<file path="src/rtl/fw_cmd_sequencer_pkg.sv">
// Shared types, status bit map and helpers for the firmware command sequencer.
package fw_cmd_sequencer_pkg;

  typedef enum logic [3:0] {
    firmware_id_none = 4'd0,
    firmware_id_1    = 4'd1,
    firmware_id_2    = 4'd2,
    firmware_id_3    = 4'd3
  } firmware_id_t;

  typedef enum logic [3:0] {
    OP_CODE_NOOP              = 4'd0,
    OP_CODE_W_RST_FW          = 4'd1,
    OP_CODE_IP_LAST           = 4'd13,
    OP_CODE_W_STATUS_FW_CLEAR = 4'd14,
    OP_CODE_W_EXECUTE         = 4'd15
  } op_code_t;

  typedef enum logic [1:0] {
    IDLE_CS,
    DECODE_CS,
    ISSUE_CS,
    WAIT_DONE_CS
  } state_t_sm_cmd_seq;

  localparam int status_index_op_code_w_reset      = 0;
  localparam int status_index_execute_done         = 13;
  localparam int status_index_test_done_base       = 14;
  localparam int status_index_spare_min            = 18;
  localparam int status_index_spare_max            = 29;
  localparam int status_index_error_timeout        = 30;
  localparam int status_index_error_w_execute_cfg  = 31;

  localparam logic [31:0] STATUS_SPARE_MASK = 32'h3FFC_0000;

  function automatic logic one_hot4(input logic [3:0] v);
    case (v)
      4'b0001, 4'b0010, 4'b0100, 4'b1000: return 1'b1;
      default:                            return 1'b0;
    endcase
  endfunction

endpackage

</file>
<file path="src/rtl/fw_cmd_sequencer.sv">
// Accepts firmware command words, strobes the addressed IP and tracks
// completion, timeout and test results in a sticky status word.
module fw_cmd_sequencer
  import fw_cmd_sequencer_pkg::*;
#(
  parameter logic [3:0]  FIRMWARE_ID    = firmware_id_1,
  parameter int          TEST_NUM_LSB   = 14,
  parameter int unsigned TIMEOUT_CYCLES = 65535
) (
  input  logic        fw_axi_clk,
  input  logic        fw_rst,
  input  logic        cmd_valid,
  output logic        cmd_ready,
  input  logic [31:0] cmd_word,
  output logic [15:0] op_start,
  output logic [23:0] op_body,
  input  logic        op_done,
  input  logic [3:0]  test_done,
  output logic [31:0] status,
  output logic        busy
);

  localparam logic [15:0] TIMEOUT_LAST = 16'(TIMEOUT_CYCLES - 1);

  state_t_sm_cmd_seq state;
  logic [3:0]  dev_id;
  logic [3:0]  op_code;
  logic [15:0] wait_cnt;
  logic [3:0]  test_field;
  logic        for_me;
  logic        exec_bad;
  logic        status_clear;
  logic [31:0] status_set;

  assign test_field = op_body[TEST_NUM_LSB +: 4];
  assign for_me     = (dev_id == FIRMWARE_ID) && (dev_id != firmware_id_none);
  assign exec_bad   = (op_code == OP_CODE_W_EXECUTE) && !one_hot4(test_field);

  // Status update terms: a clear is applied before any set in the same cycle.
  always_comb begin
    status_clear = 1'b0;
    status_set   = {14'd0, test_done, 14'd0};
    case (state)
      DECODE_CS: begin
        if (for_me) begin
          if (op_code == OP_CODE_W_STATUS_FW_CLEAR) begin
            status_clear = 1'b1;
          end else if (exec_bad) begin
            status_set[status_index_error_w_execute_cfg] = 1'b1;
          end
        end
      end
      WAIT_DONE_CS: begin
        if (op_done) begin
          if (op_code == OP_CODE_W_RST_FW) begin
            status_clear = 1'b1;
            status_set[status_index_op_code_w_reset] = 1'b1;
          end else if (op_code == OP_CODE_W_EXECUTE) begin
            status_set[status_index_execute_done] = 1'b1;
          end else begin
            status_set[5'(op_code) - 5'd1] = 1'b1;
          end
        end else if (wait_cnt == TIMEOUT_LAST) begin
          status_set[status_index_error_timeout] = 1'b1;
        end
      end
      default: ;
    endcase
  end

  always_ff @(posedge fw_axi_clk or posedge fw_rst) begin
    if (fw_rst) begin
      state     <= IDLE_CS;
      cmd_ready <= 1'b0;
      busy      <= 1'b0;
      op_start  <= '0;
      op_body   <= '0;
      dev_id    <= '0;
      op_code   <= '0;
      wait_cnt  <= '0;
      status    <= '0;
    end else begin
      status   <= ((status_clear ? 32'd0 : status) | status_set) & ~STATUS_SPARE_MASK;
      op_start <= '0;
      case (state)
        IDLE_CS: begin
          cmd_ready <= 1'b1;
          if (cmd_valid && cmd_ready) begin
            dev_id    <= cmd_word[31:28];
            op_code   <= cmd_word[27:24];
            op_body   <= cmd_word[23:0];
            cmd_ready <= 1'b0;
            busy      <= 1'b1;
            state     <= DECODE_CS;
          end
        end
        DECODE_CS: begin
          if (!for_me || op_code == OP_CODE_NOOP ||
              op_code == OP_CODE_W_STATUS_FW_CLEAR || exec_bad) begin
            state     <= IDLE_CS;
            busy      <= 1'b0;
            cmd_ready <= 1'b1;
          end else begin
            op_start <= 16'd1 << op_code;
            state    <= ISSUE_CS;
          end
        end
        ISSUE_CS: begin
          wait_cnt <= '0;
          state    <= WAIT_DONE_CS;
        end
        WAIT_DONE_CS: begin
          if (op_done || wait_cnt == TIMEOUT_LAST) begin
            state     <= IDLE_CS;
            busy      <= 1'b0;
            cmd_ready <= 1'b1;
          end else begin
            wait_cnt <= wait_cnt + 16'd1;
          end
        end
        default: state <= IDLE_CS;
      endcase
    end
  end

endmodule
</file>
<file path="config.mk">
export PLATFORM = sky130hd
export DESIGN_NAME = fw_cmd_sequencer
export DESIGN_NICKNAME = d
export VERILOG_FILES = /design/src/rtl/fw_cmd_sequencer_pkg.sv /design/src/rtl/fw_cmd_sequencer.sv
export SDC_FILE = /design/constraint.sdc
export NUM_CORES = 1
export LEC_CHECK = 0
export CORE_MARGIN = 2
export CORE_UTILIZATION = 45
export CTS_CLUSTER_SIZE = 24
export DETAILED_ROUTE_END_ITERATION = 8
export DONT_BUFFER_PORTS = 1
export GPL_ROUTABILITY_DRIVEN = 0
export GPL_TIMING_DRIVEN = 0
export PLACE_DENSITY = 0.65
export SLEW_MARGIN = 30
export SYNTH_ARGS = -nofsm -noshare
export SYNTH_HDL_FRONTEND = slang
export SYNTH_SLANG_ARGS = --single-unit
</file>
<file path="constraint.sdc">
create_clock -name fw_axi_clk -period 6.1 [get_ports fw_axi_clk]
set_input_delay 1.22 -clock fw_axi_clk [delete_from_list [all_inputs] [get_ports fw_axi_clk]]
set_output_delay 1.22 -clock fw_axi_clk [all_outputs]
set_load 0.02 [all_outputs]
</file>
; Yosys cells after proc, flatten, opt, wreduce, memory -nomap -nowiden
; Index checks and enable logic that the tools add are counted.
[op_classes]
n_addsub = 2
n_lt_le_gt_ge = 2
eq_ne = 16
n_shift = 1
n_mux = 39
bitwise = 2
reduce_logical = 21
[ops]
columns = cell, count
row1 = two-way mux 31 bit, 2
row2 = two-way mux 16 bit, 3
row3 = two-way mux 32 bit, 1
row4 = bitwise OR 18 x 32 -> 32 bit, 1
row5 = bitwise OR 32 bit, 1
row6 = case mux 16 bit (2 select lines), 1
row7 = two-way mux 30 bit, 1
row8 = two-way mux 1 bit, 20
row9 = two-way mux 18 bit, 1
row10 = "adder 16 x 1 -> 16 bit, second input constant", 1
row11 = "equality test 16 bit, second input constant", 1
row12 = "left shift 1 x 4 -> 16 bit, first input constant", 1
row13 = two-way mux 13 bit, 1
row14 = "equality test 4 x 1 -> 1 bit, second input constant", 3
row15 = "equality test 4 bit, second input constant", 3
row16 = "!= test 2 bit, second input constant", 4
row17 = case mux 2 bit (4 select lines), 1
row18 = "< comparator 5 x 6 -> 1 bit, second input constant", 1
row19 = two-way mux 2 bit, 3
row20 = case mux 1 bit (3 select lines), 2
row21 = AND reduction 2 bit, 3
row22 = demux 1 bit (select 5 bit), 1
row23 = ">= comparator 5 x 1 -> 1 bit, second input constant", 1
row24 = "subtractor 4 x 1 -> 5 bit, second input constant", 1
row25 = 16 further kinds, 25
[word_totals]
register_bits = 88
out_inout_bits = 74
elab_cells = 92

; Longest topological paths before layout
; Gate-level depths: netlist of the first run.
[logic_depth]
word_depth = 11
ltp_mapped = 7
ltp_nobuf = 6

; Worst setup path after synthesis of the first run
; Ideal clock, no wire load.
[synth_timing]
path_type = in2reg
from = input port op_done
to = register wait_cnt[12]
setup_time_ps = 77
t_arrival_ps = 2445
t_required_ps = 6023
setup_slack_ps = 3578
stages = 4
path_buffers = 0
cell_sequence = nand3b_1 or4_4 or4_1 a21oi_1
[synth_via]
elab_chain_len = 3
[synth_lines]
columns = item, line_no
row1 = from (decl), fw_cmd_sequencer.sv:17  ; input logic op_done,
row2 = logical OR 1 bit, fw_cmd_sequencer.sv:113  ; if (op_done || wait_cnt == TIMEOUT_LAST) begin
row3 = != test 2 bit (no source line), --
row4 = AND reduction 2 bit (no source line), --
row5 = to (signal assigned), fw_cmd_sequencer.sv:118  ; wait_cnt <= wait_cnt + 16'd1;
row6 = to (decl), fw_cmd_sequencer.sv:28  ; logic [15:0] wait_cnt;
; Every way passes these cells.
; A chain may end at the register's enable or synchronous reset.

; Worst setup path in the final report of the first run
[layout_timing]
from = input port op_done
to = register wait_cnt[15]
; Same word-level chain as after synthesis.

==> results of run 1 <==
[flip-flops by register name, summed over array words and instances (netlist names), named ones only]
signal     cells
op_body       24
state          1
cmd_ready      1
dev_id         4
op_start      16
op_code        4
busy           1
wait_cnt      16
status        20
[final cells by class]
cell class | instances | share of cell area, %
Buffer | 27 | 3.602
Clock buffer | 10 | 2.963
Clock inverter | 5 | 1.888
Inverter | 11 | 1.075
Multi-Input combinational cell | 224 | 35.84
Sequential cell | 88 | 51.12
Tap cell | 105 | 3.050
Timing Repair Buffer | 1 | 0.4647
[cells by family (layout without fill, tap and decap cells)]
| family | count (synthesis) | after routing | synth area share [%] |
|---|---|---|---|
| flip-flops | 88 | 88 | 56.50 |
| AO/OA/AOI/OAI | 47 | 47 | 9.149 |
| AND/OR/NAND/NOR | 118 | 118 | 16.28 |
| multiplexers | 39 | 39 | 10.98 |
| other | 1 | 13 | 0.09622 |
| buffers and inverters | 38 | 54 | 5.040 |
| XOR/XNOR | 3 | 3 | 0.6743 |
| adder cells (fa/ha/maj) | 4 | 4 | 1.284 |
[worst register-to-register path, cell delays in order, from the launching register on]
cell and delay (ns):
dfrtp_1 0.35, clkbuf_1 0.32, nor2_1 0.17, ha_1 0.43
inv_1 0.07, or3_1 0.42, nor3_1 0.17, a21o_1 0.10
[layout by cell type, fill, tap and decap left out, types with 2 or more instances in the layout]
cell type | Yosys | final
conb_1 | 1 | 13
or3_1 | 6 | 6
inv_1 | 10 | 9
clkbuf_8 | 0 | 9
or2_2 | 2 | 2
o31ai_1 | 3 | 3
nor3b_1 | 2 | 2
or4_4 | 2 | 2
bufinv_16 | 0 | 2
mux2_2 | 30 | 30
a21o_1 | 4 | 4
nor4_1 | 5 | 5
ha_1 | 4 | 4
a211o_1 | 2 | 2
nor2b_1 | 4 | 4
o2bb2ai_1 | 7 | 7
a22o_1 | 5 | 5
nor2_1 | 23 | 23
a21oi_1 | 7 | 7
nand2_1 | 28 | 28
inv_6 | 0 | 2
buf_4 | 12 | 12
and3_1 | 3 | 3
dfrtp_1 | 88 | 88
clkbuf_1 | 8 | 9
nor4b_1 | 2 | 2
and2_1 | 5 | 5
xor2_1 | 2 | 2
mux2i_1 | 9 | 9
nor3_1 | 10 | 10
nand4_1 | 8 | 8
buf_2 | 7 | 7
o21ai_0 | 7 | 7
a221o_1 | 3 | 3
a32o_1 | 2 | 2
nand3_1 | 11 | 11
[power groups by stage]
stage | registers, mW | logic (mW) | clock network (mW)
final | 1.01 | 0.513 | 0.426
after global routing | 1.03 | 0.575 | 0.463
after CTS | 1.01 | 0.516 | 0.437
after detailed placement | 1.02 | 0.514 | 0
after global placement | 1.02 | 0.499 | 0
after floorplan | 0.980 | 0.419 | 0
[stage by stage]
stage | hold WS, ns | utilization (%) | instance area (sq um)
after floorplan | 0.4451 | - | 3943
after global placement | 0.4644 | 49.09 | 4074
after detailed placement | 0.4751 | 49.39 | 4099
after CTS | 0.4873 | 51.91 | 4308
after global routing | 0.5231 | 51.91 | 4308
final | 0.4785 | 51.91 | 4308
[path summary, 6_finish.rpt]
kind	startpoint	to	slack, ns	cells after the start
worst max-delay path	op_done	wait_cnt[15]	3.69	5
worst min-delay path	wait_cnt[13]	wait_cnt[13]	0.48	1
worst max register to register	op_code[0]	status[8]	4.01	7
worst min register to register	wait_cnt[13]	wait_cnt[13]	0.48	1
max in group asynchronous	fw_rst	wait_cnt[3]	4.80	2
min in group asynchronous	fw_rst	op_body[3]	0.73	1
[metal layers]
metal,track usage (%),up-vias,wire [microns],part of all wire (%)
met5,0,-,11,0.14
li1,-,1222,-,-
met2,26.98,88,3707,48
met3,6.331,13,569,7.3
met4,6.176,2,142,1.8
met1,21.71,1266,3313,43
==> run_results.csv, run 1 <==
group,metric,value,unit
outcome,outcome,"finished clean",
power_and_ir_drop,power_frac_seq,51.7,%
clock_network,clkSinkCount,88,
synth,synth_top_area_share,56.50,%
synth,synth_area,3897,sq um
clock_network,tritoncts,"yes",
grt,grt_pass1_vias,2619,
final_layout,multi_input_area,1544,sq um
synth,async_flop_share,100.0,%
setup_path,setup.worst_path.end_class,"flop",
sta,rsz0062_at_grt,"no",
final_layout,n_fill_cell,737,
drt,wire_per_inst,16.44,microns
placed_design,hpwl,5.569,mm
power_and_ir_drop,power_frac_comb,26.4,%
synth,ys_seq_area_share,56.50,%
synth,ys_top_cells_by_count,"dfrtp_1 (88), mux2_2 (30), nand2_1 (28)",
power_and_ir_drop,p_per_area,451.6,nW/um^2
synth,yosys-top-cells-area,"dfrtp_1 (57%), mux2_2 (8.7%), nand2_1 (2.7%)",
setup_path,slowest_delay,0.64,ns
setup_path,startpoint_type,"input pin",
synth,ys.flop_type,"dfrtp_1",
job,max_cap_viol_count,0,
power_and_ir_drop,p_leak,1.909,nW
final_layout,layout-drive-gt1-share,19.95,%
clock_network,root_buffer,"clkbuf_8",
setup_path,slowest_stage,"nor4_1",
sta,setup_ws,3.694,ns
setup_path,cp.arrival,2.64,ns
clock_network,clk_pin_slew,0.08,ns
setup_path,cp.required,6.33,ns
setup_path,crit_type,"input pin to flop",
grt,grt_overflow,0,
drt,first_pass_iters,4,
grt,grt_use_total,17.11,%
setup_path,cp_top_family,"simple AND/OR/NAND/NOR gates",
drt,vias_per_cell,5.501,
clock_network,numCtsBuffers,9,
worst_hold_path,hold_class,"flop to flop",
die,start_util,46.96,%
sta,finalClockSkew,0.009593,ns
clock_network,ctsHoldBuffers,0,
sta,fin_tns_setup,0,ns
power_and_ir_drop,power_frac_clock,21.9,%
power_and_ir_drop,swShare,38.31,%
drt,ant_nets,0,
sta,slew_headroom,53.07,%
sta,tightest_slew,0.6975,ns
setup_path,path_max_fanout,10,
drt,drtIter0Drc,132,
setup_path,critPathBufInv,1,
die,die_h,97.07,microns
setup_path,crit_path_cell_trace,"nand3b_1 > buf_2 > nor4_1 > nand4_1 > mux2i_1",
synth,synth_cell_types,49,
final_layout,final_nets,406,
synth,synth_most_common_cell,"dfrtp_1",
power_and_ir_drop,power,1.945,mW
power_and_ir_drop,ir_worst_vdd,0.2039,mV
drt,vias,2591,
sta,finalSetupViolCount,0,
clock_network,cts_setup_buffers,0,
synth,syn_area_per_cell,11.53,sq um
grt,grt_pass1_wl,12.97,mm
clock_network,clk_latency,0.35,ns
synth,netlist_instances,338,
sta,fin_crit,2.406,ns
sta,hold_violations,0,
synth,ys_seq_elements,88,
power_and_ir_drop,p_int,1.200,mW
die,row_count,33,
die,core_area,8299,sq um
synth,synth_edf_count,0,
clock_network,cts_buffer_depth,2,
final_layout,instances_no_fill,471,
die,io_pins,114,
final_layout,syn_to_final_growth,10.53,%
sta,fmax,415.6,MHz
placed_design,placed_cells,456,
power_and_ir_drop,power.switching,0.7452,mW
die,fp.dieArea,9422,sq um
synth,ys_warn_count,0,
synth,yosys.area.top_type,"dfrtp_1",
clock_network,htreeDepth,3,
sta,fin_crit_sh,39.44,%
grt,antenna_found_initial,1,
sta,drv_slew,0,
placed_design,dp_worst_setup_slack,3.317,ns
clock_network,cts_resized,0,
final_layout,regArea,2202,sq um
die,die_x,97.07,microns
placed_design,io_buffers,0,
drt,wirelength,7.745,mm
grt,grt_max_degree,46,
drt,route.detailed.drc,0,
final_layout,diodes,0,
Power figures use the tool's default switching activity.
==> run 2, diff against run 1 <==
--- a/config.mk
+++ b/config.mk
@@ -12,7 +12,7 @@
 export DONT_BUFFER_PORTS = 1
 export GPL_ROUTABILITY_DRIVEN = 0
 export GPL_TIMING_DRIVEN = 0
-export PLACE_DENSITY = 0.65
+export PLACE_DENSITY = 0.67
 export SLEW_MARGIN = 30
 export SYNTH_ARGS = -nofsm -noshare
 export SYNTH_HDL_FRONTEND = slang
==> constraint.sdc (replaced) <==
create_clock -name fw_axi_clk -period 2.2 [get_ports fw_axi_clk]
set_input_delay 0.44 -clock fw_axi_clk [delete_from_list [all_inputs] [get_ports fw_axi_clk]]
set_output_delay 0.44 -clock fw_axi_clk [all_outputs]
set_load 0.02 [all_outputs]
==> run 2 against run 1 <==
Via count grew 2.6%. Setup slack lost 3.5 ns. Power grew to 2.8 times the previous value. Clock-buffer cell count grew 1. Sequential power grew to 2.8 times the previous value. Die area is the same. Worst hold slack lost 0.31 ns. Clock power grew to 3.0 times the previous value. Critical endpoint is now wait_cnt[1]. Largest power group unchanged.
==> run_results.csv, run 2 (synthesized netlist as in run 1, its figures left out) <==
group,metric,value,unit
setup_path,path_max_fanout,10,
drt,wire_per_inst,17.12,microns
clock_network,tritoncts,"yes",
die,fp.dieArea,9422,sq um
sta,drv_slew,0,
die,die_x,97.07,microns
clock_network,cts_buffer_depth,2,
setup_path,crit_type,"flop to flop",
job,max_cap_viol_count,0,
final_layout,final_nets,409,
setup_path,setup.worst_path.end_class,"flop",
final_layout,largest_reg_flops,24,
placed_design,io_buffers,0,
setup_path,crit_path_cell_trace,"inv_1 > ha_1 > nand3_1 > nor4_4 > or2_2 > buf_2 > mux2i_1",
clock_network,cts_setup_buffers,0,
sta,fin_tns_setup,0,ns
sta,fin_crit_sh,92.63,%
power_and_ir_drop,ir_worst_vdd,0.6107,mV
sta,fmax,490.7,MHz
sta,slew_headroom,51.34,%
clock_network,clk_pin_slew,0.08,ns
grt,grt_pass1_vias,2726,
drt,first_pass_iters,4,
final_layout,syn_to_final_growth,12.62,%
clock_network,htreeDepth,3,
placed_design,hpwl,5.917,mm
power_and_ir_drop,p_per_area,1253,nW/um^2
sta,hold_violations,0,
clock_network,clkSinkCount,88,
grt,grt_use_total,17.89,%
grt,grt_overflow,0,
drt,route.detailed.drc,0,
drt,vias,2658,
setup_path,slowest_delay,0.55,ns
outcome,outcome,"finished clean",
final_layout,instances_no_fill,475,
sta,fin_crit,2.038,ns
die,die_h,97.07,microns
drt,vias_per_cell,5.596,
drt,drtIter0Drc,139,
clock_network,root_buffer,"clkbuf_8",
sta,finalClockSkew,0.009431,ns
grt,antenna_found_initial,1,
power_and_ir_drop,p_leak,1.949,nW
die,core_area,8299,sq um
final_layout,design_area,4389,sq um
placed_design,placed_cells,458,
setup_path,cp.required,2.48,ns
die,io_pins,114,
setup_path,cp.arrival,2.32,ns
final_layout,reg_top3,"op_body: 24 flops, status: 20 flops",
clock_network,numCtsBuffers,9,
final_layout,layout_commonest_cell,"dfrtp_1",
die,row_count,33,
final_layout,final_cell_mix,"dfrtp_1 (88), mux2_2 (30), nand2_1 (28), nor2_1 (23), conb_1 (13)",
sta,tightest_slew,0.7232,ns
grt,grt_max_degree,31,
placed_design,place_area,4145,sq um
final_layout,largest_register,"op_body",
setup_path,startpoint_type,"flop",
sta,rsz0062_at_grt,"no",
drt,wirelength,8.131,mm
die,start_util,46.96,%
setup_path,slowest_stage,"nor4_4",
drt,ant_nets,0,
clock_network,clk_latency,0.36,ns
sta,finalSetupViolCount,0,
sta,hold_ws,0.1672,ns
worst_hold_path,hold_class,"input pin to flop",
grt,grt_pass1_wl,13.61,mm
final_layout,layout-drive-gt1-share,21.41,%
[run 2: path summary, 6_finish.rpt]
path / from / endpoint / slack (ns) / depth (start not counted)
worst max-delay path: wait_cnt[0] / wait_cnt[1] / 0.16 / 7
worst min-delay path: test_done[3] / status[17] / 0.17 / 1
worst max register to register: wait_cnt[0] / wait_cnt[1] / 0.16 / 7
worst min register to register: wait_cnt[13] / wait_cnt[13] / 0.48 / 1
max in group asynchronous: fw_rst / status[0] / 1.13 / 3
min in group asynchronous: fw_rst / op_body[11] / 0.58 / 2
[run 2: layout make-up]
cell class                 instances  area, sq um
fill                             700         3910
sequential                        88         2202
multi-input combinational        224         1544
buffer                            27        158.9
clock buffer                      11        151.4
tap                              105        131.4
timing repair buffer               4        77.57
clock inverter                     4        76.32
inverter                          11        45.04
antenna                            1        2.502
[run 2: stage by stage]
step | util, % | worst slack (ns) | total power, mW
after floorplan | - | 0.4162 | 3.880
after CTS | 52.81 | 0.04236 | 5.541
final | 52.89 | 0.1621 | 5.501
after detailed placement | 49.95 | 0.1032 | 4.263
after global placement | 49.13 | 0.1302 | 4.193
after global routing | 52.89 | 0.00005640 | 5.816
[run 2: per-layer routing]
| metal | track usage (%) | up-vias | wire length [microns] | share of wire, % |
|---|---|---|---|---|
| met2 | 28.63 | 98 | 3947 | 49 |
| met4 | 8.126 | 0 | 187 | 2.3 |
| li1 | - | 1237 | - | - |
| met5 | 0 | - | 0 | 0 |
| met1 | 22.92 | 1309 | 3449 | 42 |
| met3 | 4.604 | 14 | 545 | 6.7 |
[run 2: worst max-delay path, delay by kind of cell (launching register included)]
kind / cells / cell delay (ns)
adders and majority gates: 1 / 0.16
muxes: 1 / 0.20
buffers and inverters: 2 / 0.27
and+or+nand+nor: 3 / 0.89
DFF: 1 / 0.44
[run 2: timing repair]
| item | 4_1_cts | 5_1_grt |
|---|---|---|
| endpoints found under the setup margin | 0 | 26 |
| endpoints found under the hold margin | 13 | 0 |
| hold buffers | 1 | 0 |
| resized for setup | 0 | 6 |
[run 2: power breakdown]
part	internal, mW	switching, mW
clock network	0.699	0.560
registers	2.04	0.754
logic	0.667	0.779
